===== src/rtl/yuv_block_writer_if.sv =====
// Sample-pair input stream plus SRAM write bus of the YUV block writer.
// slave = the block writer itself; master = whatever drives/observes it.
interface yuv_block_writer_if;
   logic        in_valid;
   logic        in_ready;
   logic [31:0] in_data;
   logic [17:0] address;
   logic [15:0] write_data;
   logic        write_en_n;

   modport slave (
      input  in_valid, in_data,
      output in_ready, address, write_data, write_en_n
   );

   modport master (
      output in_valid, in_data,
      input  in_ready, address, write_data, write_en_n
   );
endinterface


===== src/rtl/yuv_block_writer.sv =====
// Writes 8x8 IDCT sample blocks (Y, then U, then V) into raster-ordered SRAM planes.
// Optional BLOCK_WRITER_CLIP_STATS_EN adds clip_count, the saturated-sample count of the frame.
module yuv_block_writer #(
   parameter int unsigned Y_BLK_W  = 40,
   parameter int unsigned UV_BLK_W = 20,
   parameter int unsigned BLK_H    = 30,
   parameter int unsigned Y_BASE   = 0,
   parameter int unsigned U_BASE   = 38400,
   parameter int unsigned V_BASE   = 57600
) (
   input  logic                clk,
   input  logic                resetn,
   input  logic                start_bit,
   yuv_block_writer_if.slave   bus,
   output logic                writer_finish
`ifdef BLOCK_WRITER_CLIP_STATS_EN
   ,
   output logic [16:0]         clip_count
`endif
);

   typedef enum logic [1:0] {IDLE, RUN, DONE} state_t;
   typedef enum logic [1:0] {PL_Y, PL_U, PL_V} plane_t;

   localparam int unsigned Y_PITCH  = Y_BLK_W * 4;
   localparam int unsigned UV_PITCH = UV_BLK_W * 4;
   localparam logic [5:0]  Y_BCOL_LAST  = 6'(Y_BLK_W - 1);
   localparam logic [5:0]  UV_BCOL_LAST = 6'(UV_BLK_W - 1);
   localparam logic [4:0]  BROW_LAST    = 5'(BLK_H - 1);

   state_t      state_reg;
   plane_t      plane_reg;
   logic [1:0]  col_reg;
   logic [2:0]  row_reg;
   logic [5:0]  bcol_reg;
   logic [4:0]  brow_reg;
   logic        in_ready_reg;
   logic        writer_finish_reg;
   logic        write_en_n_reg;
   logic [17:0] address_reg;
   logic [15:0] write_data_reg;

   logic        accept;
   logic        bcol_last;
   logic        row_wrap;
   logic        bcol_wrap;
   logic        brow_wrap;
   logic        plane_wrap;
   logic        frame_last;
   logic [7:0]  line;
   logic [17:0] base_sel;
   logic [17:0] line_off;
   logic [17:0] address_next;
   logic [7:0]  even_clip;
   logic [7:0]  odd_clip;
   logic [1:0]  clip_hits;

   // Constant multiply expressed as a sum of shifted copies, one per set pitch bit.
   function automatic logic [17:0] mul_pitch(input logic [7:0] v, input int unsigned k);
      logic [17:0] acc;
      acc = '0;
      for (int i = 0; i < 12; i++) begin
         if (k[i]) acc = acc + (18'(v) << i);
      end
      return acc;
   endfunction

   function automatic logic [7:0] clip8(input logic signed [15:0] s);
      if (s < 16'sd0)        return 8'd0;
      else if (s > 16'sd255) return 8'd255;
      else                   return s[7:0];
   endfunction

   function automatic logic is_clipped(input logic signed [15:0] s);
      return (s < 16'sd0) || (s > 16'sd255);
   endfunction

   assign accept     = in_ready_reg & bus.in_valid;
   assign bcol_last  = (bcol_reg == ((plane_reg == PL_Y) ? Y_BCOL_LAST : UV_BCOL_LAST));
   assign row_wrap   = (col_reg == 2'd3);
   assign bcol_wrap  = row_wrap & (row_reg == 3'd7);
   assign brow_wrap  = bcol_wrap & bcol_last;
   assign plane_wrap = brow_wrap & (brow_reg == BROW_LAST);
   assign frame_last = plane_wrap & (plane_reg == PL_V);

   assign line = {brow_reg, row_reg};

   always_comb begin
      base_sel = 18'(Y_BASE);
      line_off = mul_pitch(line, Y_PITCH);
      case (plane_reg)
         PL_U: begin
            base_sel = 18'(U_BASE);
            line_off = mul_pitch(line, UV_PITCH);
         end
         PL_V: begin
            base_sel = 18'(V_BASE);
            line_off = mul_pitch(line, UV_PITCH);
         end
         default: ;
      endcase
   end

   assign address_next = base_sel + line_off + {10'd0, bcol_reg, 2'b00} + {16'd0, col_reg};

   assign even_clip = clip8(bus.in_data[31:16]);
   assign odd_clip  = clip8(bus.in_data[15:0]);
   assign clip_hits = {1'b0, is_clipped(bus.in_data[31:16])} + {1'b0, is_clipped(bus.in_data[15:0])};

   // Control FSM; in_ready and writer_finish are registered alongside the state.
   always_ff @(posedge clk or negedge resetn) begin
      if (!resetn) begin
         state_reg         <= IDLE;
         in_ready_reg      <= 1'b0;
         writer_finish_reg <= 1'b0;
      end else begin
         case (state_reg)
            IDLE: begin
               writer_finish_reg <= 1'b0;
               if (start_bit) begin
                  state_reg    <= RUN;
                  in_ready_reg <= 1'b1;
               end
            end
            RUN: begin
               if (accept && frame_last) begin
                  state_reg         <= DONE;
                  in_ready_reg      <= 1'b0;
                  writer_finish_reg <= 1'b1;
               end
            end
            DONE: begin
               state_reg         <= IDLE;
               writer_finish_reg <= 1'b0;
            end
            default: begin
               state_reg         <= IDLE;
               in_ready_reg      <= 1'b0;
               writer_finish_reg <= 1'b0;
            end
         endcase
      end
   end

   // Position counters: column word, row, block column, block row, plane.
   always_ff @(posedge clk or negedge resetn) begin
      if (!resetn) begin
         col_reg   <= '0;
         row_reg   <= '0;
         bcol_reg  <= '0;
         brow_reg  <= '0;
         plane_reg <= PL_Y;
      end else if (state_reg == IDLE && start_bit) begin
         col_reg   <= '0;
         row_reg   <= '0;
         bcol_reg  <= '0;
         brow_reg  <= '0;
         plane_reg <= PL_Y;
      end else if (accept) begin
         col_reg <= col_reg + 2'd1;
         if (row_wrap)  row_reg  <= row_reg + 3'd1;
         if (bcol_wrap) bcol_reg <= bcol_last ? 6'd0 : bcol_reg + 6'd1;
         if (brow_wrap) brow_reg <= (brow_reg == BROW_LAST) ? 5'd0 : brow_reg + 5'd1;
         if (plane_wrap) begin
            case (plane_reg)
               PL_Y:    plane_reg <= PL_U;
               PL_U:    plane_reg <= PL_V;
               default: plane_reg <= PL_Y;
            endcase
         end
      end
   end

   always_ff @(posedge clk or negedge resetn) begin
      if (!resetn) begin
         address_reg    <= '0;
         write_data_reg <= '0;
         write_en_n_reg <= 1'b1;
      end else begin
         write_en_n_reg <= ~accept;
         if (accept) begin
            address_reg    <= address_next;
            write_data_reg <= {even_clip, odd_clip};
         end
      end
   end

`ifdef BLOCK_WRITER_CLIP_STATS_EN
   logic [16:0] clip_count_reg;
   logic [17:0] clip_sum;

   assign clip_sum = {1'b0, clip_count_reg} + {16'd0, clip_hits};

   always_ff @(posedge clk or negedge resetn) begin
      if (!resetn) begin
         clip_count_reg <= '0;
      end else if (state_reg == IDLE && start_bit) begin
         clip_count_reg <= '0;
      end else if (accept) begin
         clip_count_reg <= clip_sum[17] ? 17'h1FFFF : clip_sum[16:0];
      end
   end

   assign clip_count = clip_count_reg;
`else
   logic unused_clip;
   assign unused_clip = ^clip_hits;
`endif

   assign bus.in_ready   = in_ready_reg;
   assign bus.address    = address_reg;
   assign bus.write_data = write_data_reg;
   assign bus.write_en_n = write_en_n_reg;
   assign writer_finish  = writer_finish_reg;

endmodule


===== src/flat_wrapper.sv =====
// flat-port wrapper written by rule: the top's interface ports become plain ports
module yuv_block_writer_flat 
#(
   parameter int unsigned Y_BLK_W  = 40,
   parameter int unsigned UV_BLK_W = 20,
   parameter int unsigned BLK_H    = 30,
   parameter int unsigned Y_BASE   = 0,
   parameter int unsigned U_BASE   = 38400,
   parameter int unsigned V_BASE   = 57600
)
  (clk, resetn, start_bit, writer_finish, bus_in_valid, bus_in_data, bus_in_ready, bus_address, bus_write_data, bus_write_en_n);
  yuv_block_writer_if bus_i ();
  input  logic clk;
  input  logic resetn;
  input  logic start_bit;
  output logic writer_finish;
  input wire logic [$bits(bus_i.in_valid)-1:0] bus_in_valid;
  input wire logic [$bits(bus_i.in_data)-1:0] bus_in_data;
  output wire logic [$bits(bus_i.in_ready)-1:0] bus_in_ready;
  output wire logic [$bits(bus_i.address)-1:0] bus_address;
  output wire logic [$bits(bus_i.write_data)-1:0] bus_write_data;
  output wire logic [$bits(bus_i.write_en_n)-1:0] bus_write_en_n;
  assign bus_i.in_valid = bus_in_valid;
  assign bus_i.in_data = bus_in_data;
  assign bus_in_ready = bus_i.in_ready;
  assign bus_address = bus_i.address;
  assign bus_write_data = bus_i.write_data;
  assign bus_write_en_n = bus_i.write_en_n;
  yuv_block_writer #(.Y_BLK_W(Y_BLK_W), .UV_BLK_W(UV_BLK_W), .BLK_H(BLK_H), .Y_BASE(Y_BASE), .U_BASE(U_BASE), .V_BASE(V_BASE)) u_core (.clk(clk), .resetn(resetn), .start_bit(start_bit), .bus(bus_i), .writer_finish(writer_finish));
endmodule

===== config.mk =====
export PLATFORM = sky130hd
export DESIGN_NAME = yuv_block_writer_flat
export DESIGN_NICKNAME = d
export VERILOG_FILES = /design/src/rtl/yuv_block_writer_if.sv /design/src/rtl/yuv_block_writer.sv /design/src/flat_wrapper.sv
export SDC_FILE = /design/constraint.sdc
export NUM_CORES = 1
export LEC_CHECK = 0
export ABC_CLOCK_PERIOD_IN_PS = 4100
export CAP_MARGIN = 20
export CORE_ASPECT_RATIO = 1.1
export CORE_MARGIN = 2
export CORE_UTILIZATION = 40
export CTS_CLUSTER_SIZE = 24
export DETAILED_ROUTE_END_ITERATION = 6
export PLACE_DENSITY = 0.64
export SLEW_MARGIN = 20
export SYNTH_ARGS = -nofsm -noshare
export SYNTH_HDL_FRONTEND = slang
export SYNTH_SLANG_ARGS = --single-unit

===== constraint.sdc =====
create_clock -name clk -period 4.1 [get_ports clk]
set_input_delay 0.82 -clock clk [delete_from_list [all_inputs] [get_ports clk]]
set_output_delay 0.82 -clock clk [all_outputs]
set_load 0.01 [all_outputs]

### Word level (Yosys, flattened, before mapping)

Index checks and enable logic that the tools add are counted.
Widths: inputs -> output; s select.

| word-level totals | value |
|---|---|
| register bits | 57 |
| bits of input ports | 36 |
| output and inout port bits | 37 |
| logic and storage cells | 91 |

| cells by class | value |
|---|---|
| $add $sub $neg | 10 |
| order comparisons | 4 |
| equality and inequality tests | 10 |
| mux-type cells | 34 |
| bitwise gates (word level) | 7 |
| reductions and logical operators | 15 |

Operator list:

| kind | count |
|---|---|
| $add 18x14->18 | 2 |
| $mux 18 | 2 |
| $pmux 18 s2 | 1 |
| $gt 16x9->1 const B | 2 |
| $lt 16x1->1 const B | 2 |
| $mux 8 | 4 |
| $pmux 16 s2 | 1 |
| $mux 6 | 5 |
| $mux 5 | 4 |
| $add 18x18->18 | 1 |
| $add 18x2->18 | 1 |
| $add 18x8->18 | 1 |
| $add 13x15->16 | 1 |
| $mux 2 | 7 |
| $reduce_and 2->1 | 5 |
| $reduce_bool 2->1 | 5 |
| $mux 3 | 3 |
| $pmux 2 s2 | 2 |
| $add 6x1->6 const B | 1 |
| $eq 2x2->1 const B | 3 |
| $eq 6x6->1 | 1 |
| $add 5x1->5 const B | 1 |
| $and 1x1->1 | 5 |
| $eq 5x5->1 const B | 1 |
| 12 further kinds | 19 |

### Depth between registers and ports, before layout

| logic depth | value |
|---|---|
| depth after elaboration | 9 |
| gate-level depth with buffers | 14 |
| mapped depth without buffers | 14 |

### Worst setup path before layout

No wires, ideal clock.

| timing | value |
|---|---|
| path type | register to register |
| from | register u_core.row_reg[0] |
| to | register u_core.address_reg[15], in the netlist u_core.bus.address[15] |
| library setup time | 0.069 ns |
| data arrival time | 3.011 ns |
| data required time | 4.031 ns |
| setup slack | 1.020 ns |
| cell stages (with the launch flop) | 15 |
| path buffers | 0 |
| clock period less this slack | 3.080 ns |
| cells stage by stage | dfrtp_1 ha_1 inv_1 fa_1 nand2b_1 a21oi_1 a21o_1 a21o_1 xnor2_1 mux2i_1 ha_1 a21o_1 a21o_1 a2111o_1 nand3_1 |

| between the ends | value |
|---|---|
| word-level cells in the longest chain between the ends | 6 |
| elaborated cells between the ends (all ways) | 9 |
| classes of those cells | add/sub (6); mux (3) |

Ends and longest elaborated chain:

| element | line | text |
|---|---|---|
| from (decl) | yuv_block_writer.sv:34 | `logic [2:0] row_reg;` |
| from (signal assigned) | yuv_block_writer.sv:161 | `if (row_wrap) row_reg <= row_reg + 3'd1;` |
| $mux 18 | yuv_block_writer.sv:91 | `case (plane_reg)` |
| $add 18x14->18 | yuv_block_writer.sv:63 | `if (k[i]) acc = acc + (18'(v) << i);` |
| $pmux 18 s2 (*) | yuv_block_writer.sv:91 |  |
| $add 18x18->18 (*) | yuv_block_writer.sv:104 | `assign address_next = base_sel + line_off + {10'd0, bcol_reg, 2'b00} + {16'd0, col_reg};` |
| $add 18x8->18 (*) | yuv_block_writer.sv:104 |  |
| $add 18x2->18 (*) | yuv_block_writer.sv:104 |  |
| to (signal assigned) | yuv_block_writer.sv:182 | `address_reg <= address_next;` |
| to (decl) | yuv_block_writer.sv:40 | `logic [17:0] address_reg;` |

Mark *: on every way between the ends. The rest lies on a longest branch, timed or not. The select of a mux whose other input is x is not followed.
A chain may end at the register's enable or synchronous reset.

### Worst setup path in the final report

Ends and elaborated chain as after synthesis.

==> results.md <==
* Synth cell types at 54
* DR vias/cell at ~5.2
* Clock sinks at 56
* Final setup violation count at 0
* Area leader, netlist: dfrtp_1
* Maximum clock path buffer count at 2
* Area grow syn2layout at 26.3%
* Residual DRC at 0
* M1 WL at 3380 um
* DP Wirelength at around 5700 um
* Hold Fails Final Rpt at 0
* Drt pass-1 iters at 4
* Root buf cell: clkbuf_8
* Reg clk slew, reported paths at 0.11 ns
* Critical path type: register to register
* CTS Buf Count at 5
* CP peak stage delay at 0.43 ns
* Peak supply drop at 0.000157 V
* Count leader, synth: nand2_1
* RePlAce Congestion at 0.833
* Metal3 WL at 435 um
* Power Density at 226 nW/um^2
* Top cell type's share of synthesized area at 40.2%
* Worst min path class: input pin to asynchronous set/reset pin
* Final Power at 0.978 mW
* Top cells by area in the synthesized netlist: dfrtp_1, ha_1, nand2_1
* Layout Nets at 511
* Register area at 1400 um^2
* Register area share after synthesis at between 40% and 50%
* Initial core utilization at 41.0%
* # resized after CTS at 0
* Final Max Tran Viols at 0
* FF+latch count, synth at 56
* Core area at 8360 um^2
* Slew margin rel. at 50.4%
* RSZ-0062 raised after global routing: no
* Minimum clock period at approximately 3.3 ns
* Met2 WL at 3580 um
* Outcome: complete, no violations
* Die H at 101 um
* First-pass GRT wire length at 12900 um
* Die Wd at 92.3 um
* CP delay by family, top: compound AO/OA/AOI/OAI gates
* Rows at 35
* Fmax at 0.300 GHz
* Crit end category: register
* Crit share post-route at between 80% and 90%
* Vias at 2887
* Final ANT Viol Nets at 0
* Hold Buf Count CTS at 0
* Skew final at 0.0103 ns
* Total track usage at 17.0%
* Max reg flops at 17
* Post-synth top cells: nand2_1, dfrtp_1, nor2_1
* Worst path slowest cell: dfrtp_1
* Most used cell, CP: a21o_1
* I/O Buffers at 71
* Mapped Area at roughly 3400 um^2
* Yosys Warn Count at 0
* Number of global-route vias before repair at between 2000 and 3000
* Multi-input logic area at 1910 um^2
* Drt total wl at 7470 um
* Worst-skew pair later-pin latency at 0.32 ns
* Fillers at 789
* Min Hold Slack at 0.460 ns
* Cells after Synth at 383
* N_diodes at 0
* Largest net degree at the start of global routing at 37
* Fraction of registers with async set/reset at 100%
* Max Used Layer: met4
* Max FO, Critical Path at 6
* H-tree depth at 2
* DIE AREA at 9330 um^2
* Critical Path RT at between 4 and 5 ns
* Drt first-iter violations at 105
* Share of cells above drive strength 1 at 5.13%
* Top_reg_cell synth: dfrtp_1
* WP buf/inv at 1
* Worst slew pin tran at 0.744 ns
* CP Cell Sequence: ha_1 > inv_1 > fa_1 > nand2b_1 > a21oi_1 > a21o_1 > a21o_1 > xnor2_1 > mux2i_1 > ha_1 > a21o_1 > a21o_1 > a2111o_1 > nand3_1
* Util after Layout at 51.7%
* Total negative slack at 0 ns
* P_leak at ~2.0 nW
* WP data arrival at 3.59 ns
* Post-CTS Setup Repair Bufs at 0
* Gr ovfl total at 0
* Avg WL per Cell at 13.4 um
* Max Cap Violations at 0
* Syn Nets at 447
* Ports at 73
* Number of flops mapped to enable cells by yosys at 0
* Startpoint Class: register
* Initial antenna violation count at 0
* Post-synthesis area per instance at a little under 9 um^2
* CTS tree: yes
-- metal layers --
| layer | vias to the layer above | track usage, % |
|---|---|---|
| met2 | 73 | 30.9 |
| met1 | 1340 | 20.9 |
| met4 | 0 | 3.90 |
| met5 | - | 0 |
| li1 | 1468 | - |
| met3 | 6 | 3.37 |
-- power breakdown --
part | internal (mW) | total, mW | switching (mW)
registers | 0.552 | 0.552 | 0
clock network | 0.185 | 0.378 | 0.193
logic | 0.0296 | 0.0482 | 0.0186
-- layout by cell type, fill, tap and decap left out, types with 2 or more instances in the layout --
master / synthesis / final
a211o_1: 2 / 2
a211oi_1: 4 / 4
a21boi_0: 2 / 2
a21o_1: 9 / 9
a21oi_1: 18 / 18
a31oi_1: 4 / 4
and2_1: 6 / 6
and2_4: 2 / 2
and3_1: 3 / 3
buf_4: 2 / 3
clkbuf_8: 0 / 5
clkdlybuf4s50_1: 0 / 70
dfrtp_1: 55 / 55
fa_1: 2 / 2
ha_1: 26 / 26
inv_1: 10 / 10
mux2i_1: 4 / 4
nand2_1: 59 / 59
nand2b_1: 5 / 5
nand3_1: 10 / 10
nand3b_1: 3 / 3
nand4_1: 4 / 4
nor2_1: 43 / 43
nor2b_1: 3 / 3
nor3_1: 6 / 6
nor4_1: 2 / 2
o21ai_0: 27 / 27
o31ai_1: 19 / 19
or3_1: 2 / 2
xnor2_1: 5 / 5
xor2_1: 9 / 9
-- cell type report --
type	count	area share, %
multi-input combinational	300	44.1
sequential	56	32.4
timing repair buffer	74	16.8
tap	111	3.21
clock buffer	6	1.68
clock inverter	2	0.896
inverter	10	0.868
-- worst register-to-register path, delay by kind of cell, from the launching register on --
kind                     cells  cell delay [ns]
AO/OA/AOI/OAI                6             1.39
AND/OR/NAND/NOR              2             0.24
buffers and inverters        1             0.06
flip-flops                   1             0.43
adder cells (fa/ha/maj)      3             0.93
XOR/XNOR                     1             0.13
multiplexers                 1             0.10
-- kinds of logic (layout without fill, tap and decap cells) --
kind of cell             after synthesis  in the layout  synth area share, %
multiplexers                           5              5                 1.50
XOR/XNOR                              14             14                 3.58
AND/OR/NAND/NOR                      155            155                 21.2
adder cells (fa/ha/maj)               28             28                 10.7
AO/OA/AOI/OAI                         97             97                 18.6
flip-flops                            56             56                 40.9
buffers and inverters                 27             92                 3.40
other                                  1              1                0.109
-- path summary, 6_finish.rpt --
path	start	to	slack [ns]	cells past startpoint
max reg2reg	u_core.row_reg[0]	u_core.bus.address[15]	0.77	14
min in group clk	u_core.bus.address[0]	u_core.bus.address[0]	0.48	2
max in group asynchronous	resetn	u_core.bus.write_en_n	2.77	2
min	resetn	u_core.bus.address[15]	0.46	1
min reg2reg	u_core.bus.address[0]	u_core.bus.address[0]	0.48	2
max	u_core.row_reg[0]	u_core.bus.address[15]	0.77	14
-- stage by stage --
| step | cells | instance area, um^2 | setup WS [ns] |
|---|---|---|---|
| floorplan | 383 | 3430 | 1.02 |
| global placement | 551 | 4220 | 0.853 |
| detailed placement | 551 | 4220 | 0.788 |
| CTS | 559 | 4330 | 0.761 |
| global route | 559 | 4330 | 0.503 |
| finish | 559 | 4330 | 0.772 |
No activity file was read; power rests on OpenSTA's default activity.
